--- config.mk ---
export PLATFORM = sky130hd
export DESIGN_NAME = shift_link_ctrl_flat
export DESIGN_NICKNAME = d
export VERILOG_FILES = /design/src/rtl/shift_link_pkg.sv /design/src/rtl/shift_link_if.sv /design/src/rtl/shift_link_ctrl_shift_core.sv /design/src/rtl/shift_link_ctrl.sv /design/src/flat_wrapper.sv
export SDC_FILE = /design/constraint.sdc
export NUM_CORES = 1
export LEC_CHECK = 0
export ABC_AREA = 1
export CORE_ASPECT_RATIO = 0.6
export CORE_MARGIN = 2
export CORE_UTILIZATION = 35
export CTS_BUF_LIST = sky130_fd_sc_hd__clkbuf_4 sky130_fd_sc_hd__clkbuf_8
export DETAILED_ROUTE_END_ITERATION = 10
export GPL_TIMING_DRIVEN = 1
export SYNTH_ARGS = -nofsm -noshare
export SYNTH_HDL_FRONTEND = slang
export SYNTH_SLANG_ARGS = --single-unit
--- constraint.sdc ---
create_clock -name clk -period 1.6 [get_ports clk]
set_input_delay 0.32 -clock clk [delete_from_list [all_inputs] [get_ports clk]]
set_output_delay 0.32 -clock clk [all_outputs]
set_load 0.02 [all_outputs]
--- src/rtl/shift_link_pkg.sv ---
// Shared types and constants for the shift link controller and its shift core.
package shift_link_pkg;

    typedef enum logic [1:0] {
        IDLE     = 2'b00,
        SHIFT_TX = 2'b01,
        SHIFT_RX = 2'b10,
        RX_HOLD  = 2'b11
    } state_t;

    typedef enum logic {
        GRANT_TX = 1'b0,
        GRANT_RX = 1'b1
    } grant_t;

    localparam logic [1:0] MODE_HOLD  = 2'b00;
    localparam logic [1:0] MODE_RIGHT = 2'b01;
    localparam logic [1:0] MODE_LEFT  = 2'b10;
    localparam logic [1:0] MODE_LOAD  = 2'b11;

endpackage

--- src/rtl/shift_link_if.sv ---
// Word-side handshakes and serial pins of the shift link controller.
interface shift_link_if #(
    parameter int N = 8
);

    logic [N-1:0] tx_data;
    logic         tx_valid;
    logic         tx_ready;
    logic         rx_req;
    logic         sin;
    logic [N-1:0] rx_data;
    logic         rx_valid;
    logic         rx_ready;
    logic         sout;
    logic         sen;
    logic         busy;

    modport master (
        output tx_data, tx_valid, rx_req, sin, rx_ready,
        input  tx_ready, rx_data, rx_valid, sout, sen, busy
    );

    modport slave (
        input  tx_data, tx_valid, rx_req, sin, rx_ready,
        output tx_ready, rx_data, rx_valid, sout, sen, busy
    );

endinterface

--- src/rtl/shift_link_ctrl_shift_core.sv ---
// N-bit universal shift register: hold, right shift, left shift, parallel load.
module shift_core
    import shift_link_pkg::*;
#(
    parameter int N = 8
) (
    input  logic         clk,
    input  logic         rst_n,
    input  logic [1:0]   i_s,
    input  logic [N-1:0] i_d,
    input  logic         i_lin,
    input  logic         i_rin,
    output logic [N-1:0] o_q
);

    logic [N-1:0] r_q;

    always_ff @(posedge clk or negedge rst_n) begin
        if (!rst_n) begin
            r_q <= '0;
        end else begin
            case (i_s)
                MODE_RIGHT: r_q <= {i_rin, r_q[N-1:1]};
                MODE_LEFT:  r_q <= {r_q[N-2:0], i_lin};
                MODE_LOAD:  r_q <= i_d;
                default:    r_q <= r_q;
            endcase
        end
    end

    assign o_q = r_q;

endmodule

--- src/rtl/shift_link_ctrl.sv ---
// Round-robin TX/RX controller sequencing one shared shift register, MSB first
// in both directions.
module shift_link_ctrl
    import shift_link_pkg::*;
#(
    parameter int N = 8
) (
    input  logic         clk,
    input  logic         rst_n,
    shift_link_if.slave  bus
);

    localparam int CW = $clog2(N);

    state_t         r_state;
    logic [CW-1:0]  r_cnt;
    grant_t         r_lastGrant;

    state_t         w_nextState;
    logic [CW-1:0]  w_nextCnt;
    grant_t         w_nextLastGrant;
    logic [1:0]     w_mode;
    logic           w_lin;
    logic [N-1:0]   w_q;
    logic           w_grantTx;
    logic           w_grantRx;
    logic           w_lastBit;

    // On a tie the requester that did not win last time is served.
    assign w_grantTx = bus.tx_valid && (!bus.rx_req || (r_lastGrant == GRANT_RX));
    assign w_grantRx = bus.rx_req && (!bus.tx_valid || (r_lastGrant == GRANT_TX));
    assign w_lastBit = (r_cnt == CW'(N - 1));

    shift_core #(.N(N)) u_core (
        .clk   (clk),
        .rst_n (rst_n),
        .i_s   (w_mode),
        .i_d   (bus.tx_data),
        .i_lin (w_lin),
        .i_rin (1'b0),
        .o_q   (w_q)
    );

    always_ff @(posedge clk or negedge rst_n) begin
        if (!rst_n) begin
            r_state     <= IDLE;
            r_cnt       <= '0;
            r_lastGrant <= GRANT_RX;
        end else begin
            r_state     <= w_nextState;
            r_cnt       <= w_nextCnt;
            r_lastGrant <= w_nextLastGrant;
        end
    end

    always_comb begin
        w_nextState     = r_state;
        w_nextCnt       = r_cnt;
        w_nextLastGrant = r_lastGrant;
        w_mode          = MODE_HOLD;
        w_lin           = 1'b0;
        case (r_state)
            IDLE: begin
                if (w_grantTx) begin
                    w_mode          = MODE_LOAD;
                    w_nextCnt       = '0;
                    w_nextState     = SHIFT_TX;
                    w_nextLastGrant = GRANT_TX;
                end else if (w_grantRx) begin
                    w_nextCnt       = '0;
                    w_nextState     = SHIFT_RX;
                    w_nextLastGrant = GRANT_RX;
                end
            end
            SHIFT_TX: begin
                w_mode    = MODE_LEFT;
                w_nextCnt = r_cnt + CW'(1);
                if (w_lastBit) w_nextState = IDLE;
            end
            SHIFT_RX: begin
                w_mode    = MODE_LEFT;
                w_lin     = bus.sin;
                w_nextCnt = r_cnt + CW'(1);
                if (w_lastBit) w_nextState = RX_HOLD;
            end
            RX_HOLD: begin
                if (bus.rx_ready) w_nextState = IDLE;
            end
            default: w_nextState = IDLE;
        endcase
    end

    assign bus.tx_ready = (r_state == IDLE) && w_grantTx;
    assign bus.sen      = (r_state == SHIFT_TX);
    assign bus.sout     = (r_state == SHIFT_TX) && w_q[N-1];
    assign bus.rx_valid = (r_state == RX_HOLD);
    assign bus.rx_data  = w_q;
    assign bus.busy     = (r_state != IDLE);

endmodule

--- src/flat_wrapper.sv ---
// flat-port wrapper written by rule: the top's interface ports become plain ports
module shift_link_ctrl_flat import shift_link_pkg::*;
#(
    parameter int N = 8
)
  (clk, rst_n, bus_tx_data, bus_tx_valid, bus_rx_req, bus_sin, bus_rx_ready, bus_tx_ready, bus_rx_data, bus_rx_valid, bus_sout, bus_sen, bus_busy);
  shift_link_if #(.N(N)) bus_i ();
  input  logic clk;
  input  logic rst_n;
  input wire logic [$bits(bus_i.tx_data)-1:0] bus_tx_data;
  input wire logic [$bits(bus_i.tx_valid)-1:0] bus_tx_valid;
  input wire logic [$bits(bus_i.rx_req)-1:0] bus_rx_req;
  input wire logic [$bits(bus_i.sin)-1:0] bus_sin;
  input wire logic [$bits(bus_i.rx_ready)-1:0] bus_rx_ready;
  output wire logic [$bits(bus_i.tx_ready)-1:0] bus_tx_ready;
  output wire logic [$bits(bus_i.rx_data)-1:0] bus_rx_data;
  output wire logic [$bits(bus_i.rx_valid)-1:0] bus_rx_valid;
  output wire logic [$bits(bus_i.sout)-1:0] bus_sout;
  output wire logic [$bits(bus_i.sen)-1:0] bus_sen;
  output wire logic [$bits(bus_i.busy)-1:0] bus_busy;
  assign bus_i.tx_data = bus_tx_data;
  assign bus_i.tx_valid = bus_tx_valid;
  assign bus_i.rx_req = bus_rx_req;
  assign bus_i.sin = bus_sin;
  assign bus_i.rx_ready = bus_rx_ready;
  assign bus_tx_ready = bus_i.tx_ready;
  assign bus_rx_data = bus_i.rx_data;
  assign bus_rx_valid = bus_i.rx_valid;
  assign bus_sout = bus_i.sout;
  assign bus_sen = bus_i.sen;
  assign bus_busy = bus_i.busy;
  shift_link_ctrl #(.N(N)) u_core (.clk(clk), .rst_n(rst_n), .bus(bus_i));
endmodule
After elaboration in Yosys (flattened, before gate mapping) --
Cells that the tools add are included.
Word-level totals: register bits 14, output and inout port bits 13, word-level logic and storage cells 49
Cells by class: add/sub/neg operators 1, equal/unequal tests 11, mux-type cells 15, bitwise operators 1, reduce and logical (&&, ||, !) cells 17
Operators by type and width (number):
- $pmux W8 S3 | 1
- $mux W2 | 6
- $eq A2 B2 Y1 const B | 4
- $pmux W2 S4 | 1
- $mux W3 | 2
- $pmux W3 S2 | 1
- $reduce_bool A2 Y1 | 3
- $eq A2 B1 Y1 const B | 2
- $logic_and A1 B1 Y1 | 4
- $ne A2 B1 Y1 const B | 2
- $pmux W2 S2 | 1
- $reduce_and A2 Y1 | 2
- $reduce_and A4 Y1 | 1
- $add A3 B1 Y3 const B | 1
- $eq A3 B3 Y1 const B | 1
- $mux W1 | 3
- $ne A3 B1 Y1 const B | 1
- $reduce_bool A3 Y1 | 1
- $logic_not A1 Y1 | 2
- $logic_not A2 Y1 | 1
- $logic_or A1 B1 Y1 | 2
- $ne A2 B2 Y1 const B | 1
- $reduce_or A2 Y1 | 1
- $not A1 Y1 | 1

Depth between registers and ports, before layout --
Gate-level depths: netlist of run 1.
depth after elaboration 7, gate-level depth with buffers 8, depth with buffers taken out 8

By module --
From an unflattened synthesis of run 1, not the netlist that was laid out.
Unflattened totals: cells, all modules 135, area, all modules 1069.8 µm²
By module, submodules not included:
- shift_core | instances 1, cells an instance 72, area each 604.3 µm², sequential area each 200.2 µm²
- shift_link_ctrl | instances 1, cells an instance 63, area each 465.4 µm², sequential area each 151.4 µm²

Least setup slack after synthesis of run 1 --
OpenSTA, ideal clock, no wires.
path type register to register, start register u_core.r_state[0], end register u_core.r_state[0], setup time 0.119 ns, data arrival time 1.318 ns, path slack 0.163 ns, cell stages (with the launch flop) 9, buffers on the path 1, cell sequence dfrtp_1 -> ha_1 -> inv_1 -> buf_4 -> nor2_1 -> nor2_1 -> nand2_1 -> nand2_1 -> nand2_1
Between the ends: longest elaborated chain between the ends 3
Ends and longest elaborated chain:
- start, declared | line shift_link_ctrl.sv:15 | state_t r_state;
- start signal, assigned | line shift_link_ctrl.sv:50 | r_state <= w_nextState;
- $eq A2 B2 Y1 (*)
- via bus_rx_valid | line flat_wrapper.sv:17 | output wire logic [$bits(bus_i.rx_valid)-1:0] bus_rx_valid;
- $ne A2 B2 Y1 (no line)
- $reduce_and A4 Y1 (no line)
The timed path passes the listed nets; every way through them passes the cells marked *. A chain may end at the register's enable or synchronous reset.

Worst setup path after layout of run 1 --
start input bus_rx_req, end output bus_tx_ready
Between the ends: longest elaborated chain between the ends 4
Ends and longest elaborated chain:
- start, declared | line flat_wrapper.sv:12 | input wire logic [$bits(bus_i.rx_req)-1:0] bus_rx_req;
- $logic_not A1 Y1 | line shift_link_ctrl.sv:30 | assign w_grantTx = bus.tx_valid && (!bus.rx_req || (r_lastGrant == GRANT_RX));
- $logic_or A1 B1 Y1 | line shift_link_ctrl.sv:30
- $logic_and A1 B1 Y1 | line shift_link_ctrl.sv:30
- $logic_and A1 B1 Y1 | line shift_link_ctrl.sv:93 | assign bus.tx_ready = (r_state == IDLE) && w_grantTx;
- end, declared | line flat_wrapper.sv:15 | output wire logic [$bits(bus_i.tx_ready)-1:0] bus_tx_ready;
No other way between the ends.

==> key figures, run 1 <==
Run status
  • Status: finished clean

Yosys
  • Share of the synthesized area in the top cell type: roughly 39%
  • Synthesized Nets: roughly 130
  • Post-synthesis cell type count: 14
  • Simple-gate portion of the synthesized area: 38.7%
  • Post-synth top cells: 29 x nand3_1, 22 x nand2_1, 13 x dfrtp_1
  • FFs w/ async S/R, synth: 100%
  • Largest area contributor in the netlist: dfrtp_1
  • Yosys warnings: 0
  • Area contributors post-synth: dfrtp_1 39%, nand3_1 17%, nand2_1 9.9%
  • Post-synth EDFFs: 0
  • XOR/XNOR share of the synthesized area: 0%
  • Seq/Total Area, Yosys: 42.2%
  • Synth Area in Adders: 9.01%
  • Most common flop cell mapped by yosys: dfrtp_1
  • Flops & latches, synth: 14
  • Post-synthesis mux area share: 0%
  • Netlist Area Pre-Place: roughly 830 µm²
  • Main combinational cell family by area after synthesis: simple AND/OR/NAND/NOR gates
  • Post-Syn Instances: 105
  • Compound-Gate Fraction of Synth Area: 1.20%
  • Post-Syn Area per Cell: approximately 8 µm²
  • Cell with the most instances after synthesis: nand3_1

Global route
  • Initial antenna violation count: 0
  • Vias in the first global route: approximately 800
  • Largest net degree at the start of global routing: 15
  • GR Overflow Total: 0
  • First-pass GRT wire length: 3710 µm
  • Overall Global Routing Usage: 17.5%

Setup path
  • Crit-path cells: clkdlybuf4s50_1, inv_1, nand2_2, nand2_4, nand2_1, inv_1, buf_2
  • Crit-path max FO: 2
  • CP Launch Point: bus_rx_req
  • Reg2reg start: u_core.r_state[0]$_DFFE_PN0P_
  • Crit end category: output port
  • Crit path launch type: input pin
  • CP bufs+invs: 4
  • Reg2reg setup slack: approximately 0.16 ns
  • Slowest stage delay, CP: 0.48 ns
  • Slowest cell on crit path: clkdlybuf4s50_1
  • Cell mode on critical path: inv_1
  • Crit path max-delay family: buffers and inverters
  • Worst EP arrival: 1.25 ns
  • CP required: 1.28 ns
  • Setup Crit Path Kind: input pin to output port

Timing
  • Final min period: 1.57 ns
  • Fin. Hold Viols: 0
  • Final setup vio count: 0
  • RSZ-0062 raised after global routing: yes
  • Fin. max-slew vios: 0
  • Hold Slack: 0.383 ns
  • Final WS setup: around 0.025 ns
  • Relative slew slack: 85.2%
  • Final Skew: between 0.0006 and 0.0007 ns
  • Worst-margin pin slew: 0.221 ns
  • Fin crit share: 98.4%
  • Maximum clock rate: 635 MHz

Drt
  • DRT Wirelength: between 2000 and 2500 µm
  • Vias per Instance: 4.79
  • Antenna Nets Post-Route: 0
  • DR WL/cell: around 12 µm
  • Via count: 848
  • DRC: 0
  • First DRT Iteration DRCs: 39
  • First-pass iteration count of the detailed router: 4

Placement
  • PortBufs: 26
  • Post-DP HPWL: 1630 µm
  • Gp weighted congestion: 0.801
  • Pre-CTS WS: -0.474 ns

Finish
  • ANT cells: 0
  • Area growth syn-to-layout: 51.4%
  • Layout Nets: 168
  • Layout fillers: 212
  • Share of cells above drive strength 1: 23.1%
  • Final core utilization: a little under three fifths

Clock network
  • CTS Hold Buffers Added: 0
  • Clock buffer depth: 2
  • Worst-path clk slew: approximately 0.060 ns
  • Num CTS Buffers: 3
  • Clk_lat worst skew: 0.25 ns
  • H-Tree Depth: 1
  • Clock Root Buffer: clkbuf_8
  • CTS tree: built
  • CTS sink cnt: 14

Pwr
  • Worst vdd ir: 0.000853 V
  • Pwr/cell area: 1960 nW/µm²
  • Leakage power: 0.674 nW

Floorplanning
  • Row cnt: 13
  • Chip Width: about 67 µm
  • Die area: 2800 µm²
  • Core area: 2210 µm²
  • Die H: roughly 42 µm
  • Initial core utilization: a little under two fifths
  • IO Count: 27

Hold path
  • Hold Path Class: input pin to async pin

Flow run
  • Max capacitance violation total: 0
layout make-up:
type / instances / area, µm² / share of cell area, %
Multi-Input combinational cell: 75 / 418 / 33.1
Timing Repair Buffer: 42 / 357 / 28.3
Sequential cell: 14 / 352 / 27.9
Clock buffer: 4 / 48.8 / 3.87
Inverter: 12 / 48.8 / 3.87
Tap cell: 30 / 37.5 / 2.98
path summary, 6_finish.rpt:
kind / end / cells after the start
setup reg to reg: u_core.r_cnt[0]$_DFFE_PN0P_ / 8
hold / removal: u_core.r_state[0]$_DFFE_PN0P_ / 2
min in group clk: u_core.r_cnt[2]$_DFFE_PN0P_ / 2
setup / recovery: bus_tx_ready / 7
hold reg to reg: u_core.r_cnt[2]$_DFFE_PN0P_ / 2
max in group asynchronous: u_core.r_lastGrant$_DFFE_PN1P_ / 2
sequential cells by signal, indices dropped and copies added (netlist names):
signal              count
u_core.u_core.o_q       8
u_core.r_state          2
u_core.r_lastGrant      1
u_core.r_cnt            3
metrics by stage:
stage	cell area, µm²	total power [mW]	std cells	TNS [ns]
4_1_cts	1260	2.51	176	0
3_3_place_gp	1210	2.16	172	-0.532
5_1_grt	1260	2.68	177	-0.0395
6_report	1260	2.47	177	0
3_5_place_dp	1210	2.17	172	-0.559
2_1_floorplan	833	1.53	105	0
metal layers:
layer	global-route usage, %	up-vias	wire length, µm
li1	-	441	-
met1	26.2	379	1170
met2	24.4	26	846
met3	6.23	2	156
met4	2.45	0	11
met5	0	-	0
logic make-up after synthesis:
family | count (synthesis)
compound gates | 2
fa+ha+maj | 6
buf+inv | 16
flops | 14
simple gates | 67
layout by cell type, fill, tap and decap left out:
cell	Yosys	final
inv_1	12	10
dfrtp_1	13	13
nand2_1	22	20
clkbuf_8	0	3
nand2_2	1	3
buf_2	2	5
o21ai_0	2	2
nand3_1	29	29
clkbuf_4	0	1
dlygate4sd2_1	0	1
nand2_4	1	1
dlymetal6s2s_1	0	1
ha_2	0	1
ha_1	6	5
dfstp_2	1	1
inv_2	0	1
buf_4	1	16
nor2_1	4	3
clkinvlp_4	0	1
nand4_1	10	10
clkdlybuf4s50_1	0	19
nor2_2	0	1
power by group:
| group | leakage, nW | switching, mW | internal [mW] |
|---|---|---|---|
| clock network | 0.0262 | 0.139 | 0.194 |
| logic | 0.471 | 0.869 | 0.647 |
| registers | 0.177 | 0.105 | 0.522 |
| total | 0.674 | 1.11 | 1.36 |
what timing repair did:
item / 4_1_cts / 5_1_grt
resized for setup: 21 / 7
endpoints found under the setup margin: 6 / 9
setup buffers: 0 / 1
pin swaps: 0 / 0
Note: power is estimated with default switching activity, not from simulation.
==> inputs of run 2 (changes only) <==
--- a/config.mk
+++ b/config.mk
@@ -12,6 +12,8 @@
 export CTS_BUF_LIST = sky130_fd_sc_hd__clkbuf_4 sky130_fd_sc_hd__clkbuf_8
 export DETAILED_ROUTE_END_ITERATION = 10
 export GPL_TIMING_DRIVEN = 1
+export SLEW_MARGIN = 15
 export SYNTH_ARGS = -nofsm -noshare
 export SYNTH_HDL_FRONTEND = slang
+export SYNTH_HIERARCHICAL = 1
 export SYNTH_SLANG_ARGS = --single-unit
==> run 2 against run 1 <==
  * Wire length is 20% higher
  * Count of clock-buffer cells in the layout is the same
  * Critical endpoint is now bus_busy
  * Synthesized area is 28% higher
  * Total power is 40% higher
  * Synthesized cell count grew 29%
  * Combinational power is 62% higher
  * Sequential share of layout area is 6.1 points lower
  * Via count up 21%
  * Final cell count is 25% higher
  * Worst hold slack about the same
  * Global-route usage fell by 1.2 points
  * Clock skew is 0.00089 ns higher
==> key figures, run 2 <==
Yosys
  • Netlist Area Pre-Place: around 1100 µm²
  • Share of the synthesized area in the top cell type: 30.4%
  • FFs w/ async S/R, synth: 100%
  • Seq/Total Area, Yosys: 32.9%
  • Post-Syn Instances: 135
  • Largest area contributor in the netlist: dfrtp_1
  • Most common flop cell mapped by yosys: dfrtp_1
  • Post-synth EDFFs: 0
  • Cell with the most instances after synthesis: nand2_1
  • Synthesized Nets: 156
  • Area contributors post-synth: dfrtp_1 30%, nand2_1 18%, nand3_2 16%
  • Post-Syn Area per Cell: 7.92 µm²
  • Post-synth top cells: 52 x nand2_1, 17 x nand3_2, 13 x dfrtp_1
  • Flops & latches, synth: 14
  • Yosys warnings: 6
  • Post-synthesis cell type count: 21

Clock network
  • Clock buffer depth: 2
  • Clock Root Buffer: clkbuf_8
  • CTS Hold Buffers Added: 0
  • Num CTS Buffers: 3
  • CTS tree: built
  • Clk_lat worst skew: 0.25 ns
  • H-Tree Depth: 1
  • Worst-path clk slew: 0.06 ns
  • # Post-CTS Setup Buffers: 0
  • CTS sink cnt: 14

Flow run
  • Max capacitance violation total: 0

Run status
  • Status: finished clean

Finish
  • Max FFs per register: 8
  • Sequential cell area: 352 µm²
  • Area growth syn-to-layout: 50.9%
  • Commonest non-fill, non-tap cells in the layout: 51 x nand2_1, 22 x nand3_2, 13 x clkdlybuf4s50_1, 13 x dfrtp_1
  • Share of cells above drive strength 1: 37.4%
  • ANT cells: 0
  • Fin cells: around 220
  • Layout Nets: 201
  • Layout fillers: between 200 and 300
  • Area of the multi-input gates: 677 µm²
  • Final instance area: 1610 µm²
  • Most common library cell in the layout ignoring fill and taps: nand2_1

Timing
  • Final min period: between 1.5 and 2 ns
  • Fin. max-slew vios: 0
  • Final Skew: between 0.0015 and 0.002 ns
  • Hold Slack: 0.383 ns
  • Fin. Hold Viols: 0
  • Maximum clock rate: 647 MHz
  • Final setup vio count: 0
  • Setup TNS: 0 ns
  • Fin crit share: 96.7%

Global route
  • Initial antenna violation count: 0
  • Overall Global Routing Usage: 16.2%
  • Vias in the first global route: 902
  • Largest net degree at the start of global routing: 15
  • GR Overflow Total: 0
  • First-pass GRT wire length: around 4100 µm

Drt
  • First DRT Iteration DRCs: 59
  • DRT Wirelength: 2610 µm
  • DR WL/cell: 11.8 µm
  • DRC: 0
  • Antenna Nets Post-Route: 0
  • Via count: 1027
  • First-pass iteration count of the detailed router: 4
  • Vias per Instance: 4.65

Setup path
  • Reg2reg setup slack: 0.09 ns
  • Setup Crit Path Kind: flip-flop to output port
  • Worst-case reg-to-reg path depth: 10
  • Reg2reg start: u_core/r_state[0]$_DFFE_PN0P_
  • Worst R2R End: u_core/u_core/o_q[7]$_DFFE_PN0P_
  • CP required: 1.28 ns
  • Crit-path max FO: 4
  • Crit path launch type: flip-flop
  • Worst EP arrival: 1.23 ns
  • Crit end category: output port

Placement
  • Post-DP HPWL: slightly below 2000 µm
  • Inst Count DP: 217
  • Placed Area: about 1500 µm²
  • Gp weighted congestion: 0.846
  • PortBufs: 26

Pwr
  • Worst vdd ir: between 0.0008 and 0.0009 V
  • Pwr/cell area: 2150 nW/µm²
  • Leakage power: 0.868 nW

Floorplanning
  • IO Count: 27
  • Core area: 2890 µm²
  • Die area: 3530 µm²
  • Initial core utilization: 37.0%
  • Die H: 46.8 µm
  • Chip Width: about 75 µm
  • Row cnt: 15

Hold path
  • Hold Path Class: input pin to async pin
[run 2: worst max path at each step]
stage	startpoint	end	slack, ns	cells after the start
finish	u_core/r_state[0]$_DFFE_PN0P_	bus_busy	0.05	5
global route	u_core/r_state[0]$_DFFE_PN0P_	u_core/u_core/o_q[0]$_DFFE_PN0P_	-0.01	9
CTS	u_core/u_core/o_q[6]$_DFFE_PN0P_	bus_rx_data[6]	0.002	1
detailed placement	bus_rx_req	bus_tx_ready	-0.35	5
global placement	bus_rx_req	bus_tx_ready	-0.33	5
floorplan	u_core/r_state[0]$_DFFE_PN0P_	u_core/u_core/o_q[0]$_DFFE_PN0P_	0.02	9
[run 2: worst max-delay path, cell delays in order (launching register included)]
cell and delay (ns):
dfrtp_1 0.39, inv_1 0.12, ha_4 0.17, buf_6 0.12, inv_1 0.04, buf_2 0.15
[run 2: metal layers]
layer / GRT usage [%] / share of wire [%] / vias to the layer above
met3: 5.58 / 4.7 / 2
met5: 0 / 0 / -
met4: 5.61 / 0.31 / 0
met2: 24.3 / 47 / 18
li1: - / - / 517
met1: 22.1 / 48 / 490
[run 2: cell type report]
| type | count | share of cell area (%) |
|---|---|---|
| clock buffer | 4 | 3.41 |
| inverter | 16 | 4.34 |
| multi-input combinational | 102 | 41.9 |
| sequential | 14 | 21.8 |
| tap | 42 | 3.26 |
| timing repair buffer | 43 | 25.3 |
[run 2: timing repair]
action / in CTS / in global routing
resized for setup: 27 / 21
endpoints found under the setup margin: 14 / 14
pin swaps: 0 / 0
[run 2: cells by family after synthesis]
kind of cell	synth area share [%]
other	0.351
buffers and inverters	10.3
and+or+nand+nor	44.2
DFF	32.9
AOI/OAI and AO/OA	4.09
adders and majority gates	8.19
[run 2: through the flow]
stage	util (%)	power, mW	setup slack, ns
after CTS	52.9	3.32	0.00250
after detailed placement	51.4	2.98	-0.351
after global routing	55.8	3.78	-0.0109
after global placement	51.4	2.93	-0.331
final	55.8	3.47	0.0536
after floorplan	-	2.18	0.0177
[run 2: power by group]
group          switching, mW  total, mW  internal, mW  leakage [nW]
Clock                  0.132      0.350         0.218        0.0288
Sequential             0.131      0.653         0.522         0.178
Combinational           1.37       2.47          1.10         0.661
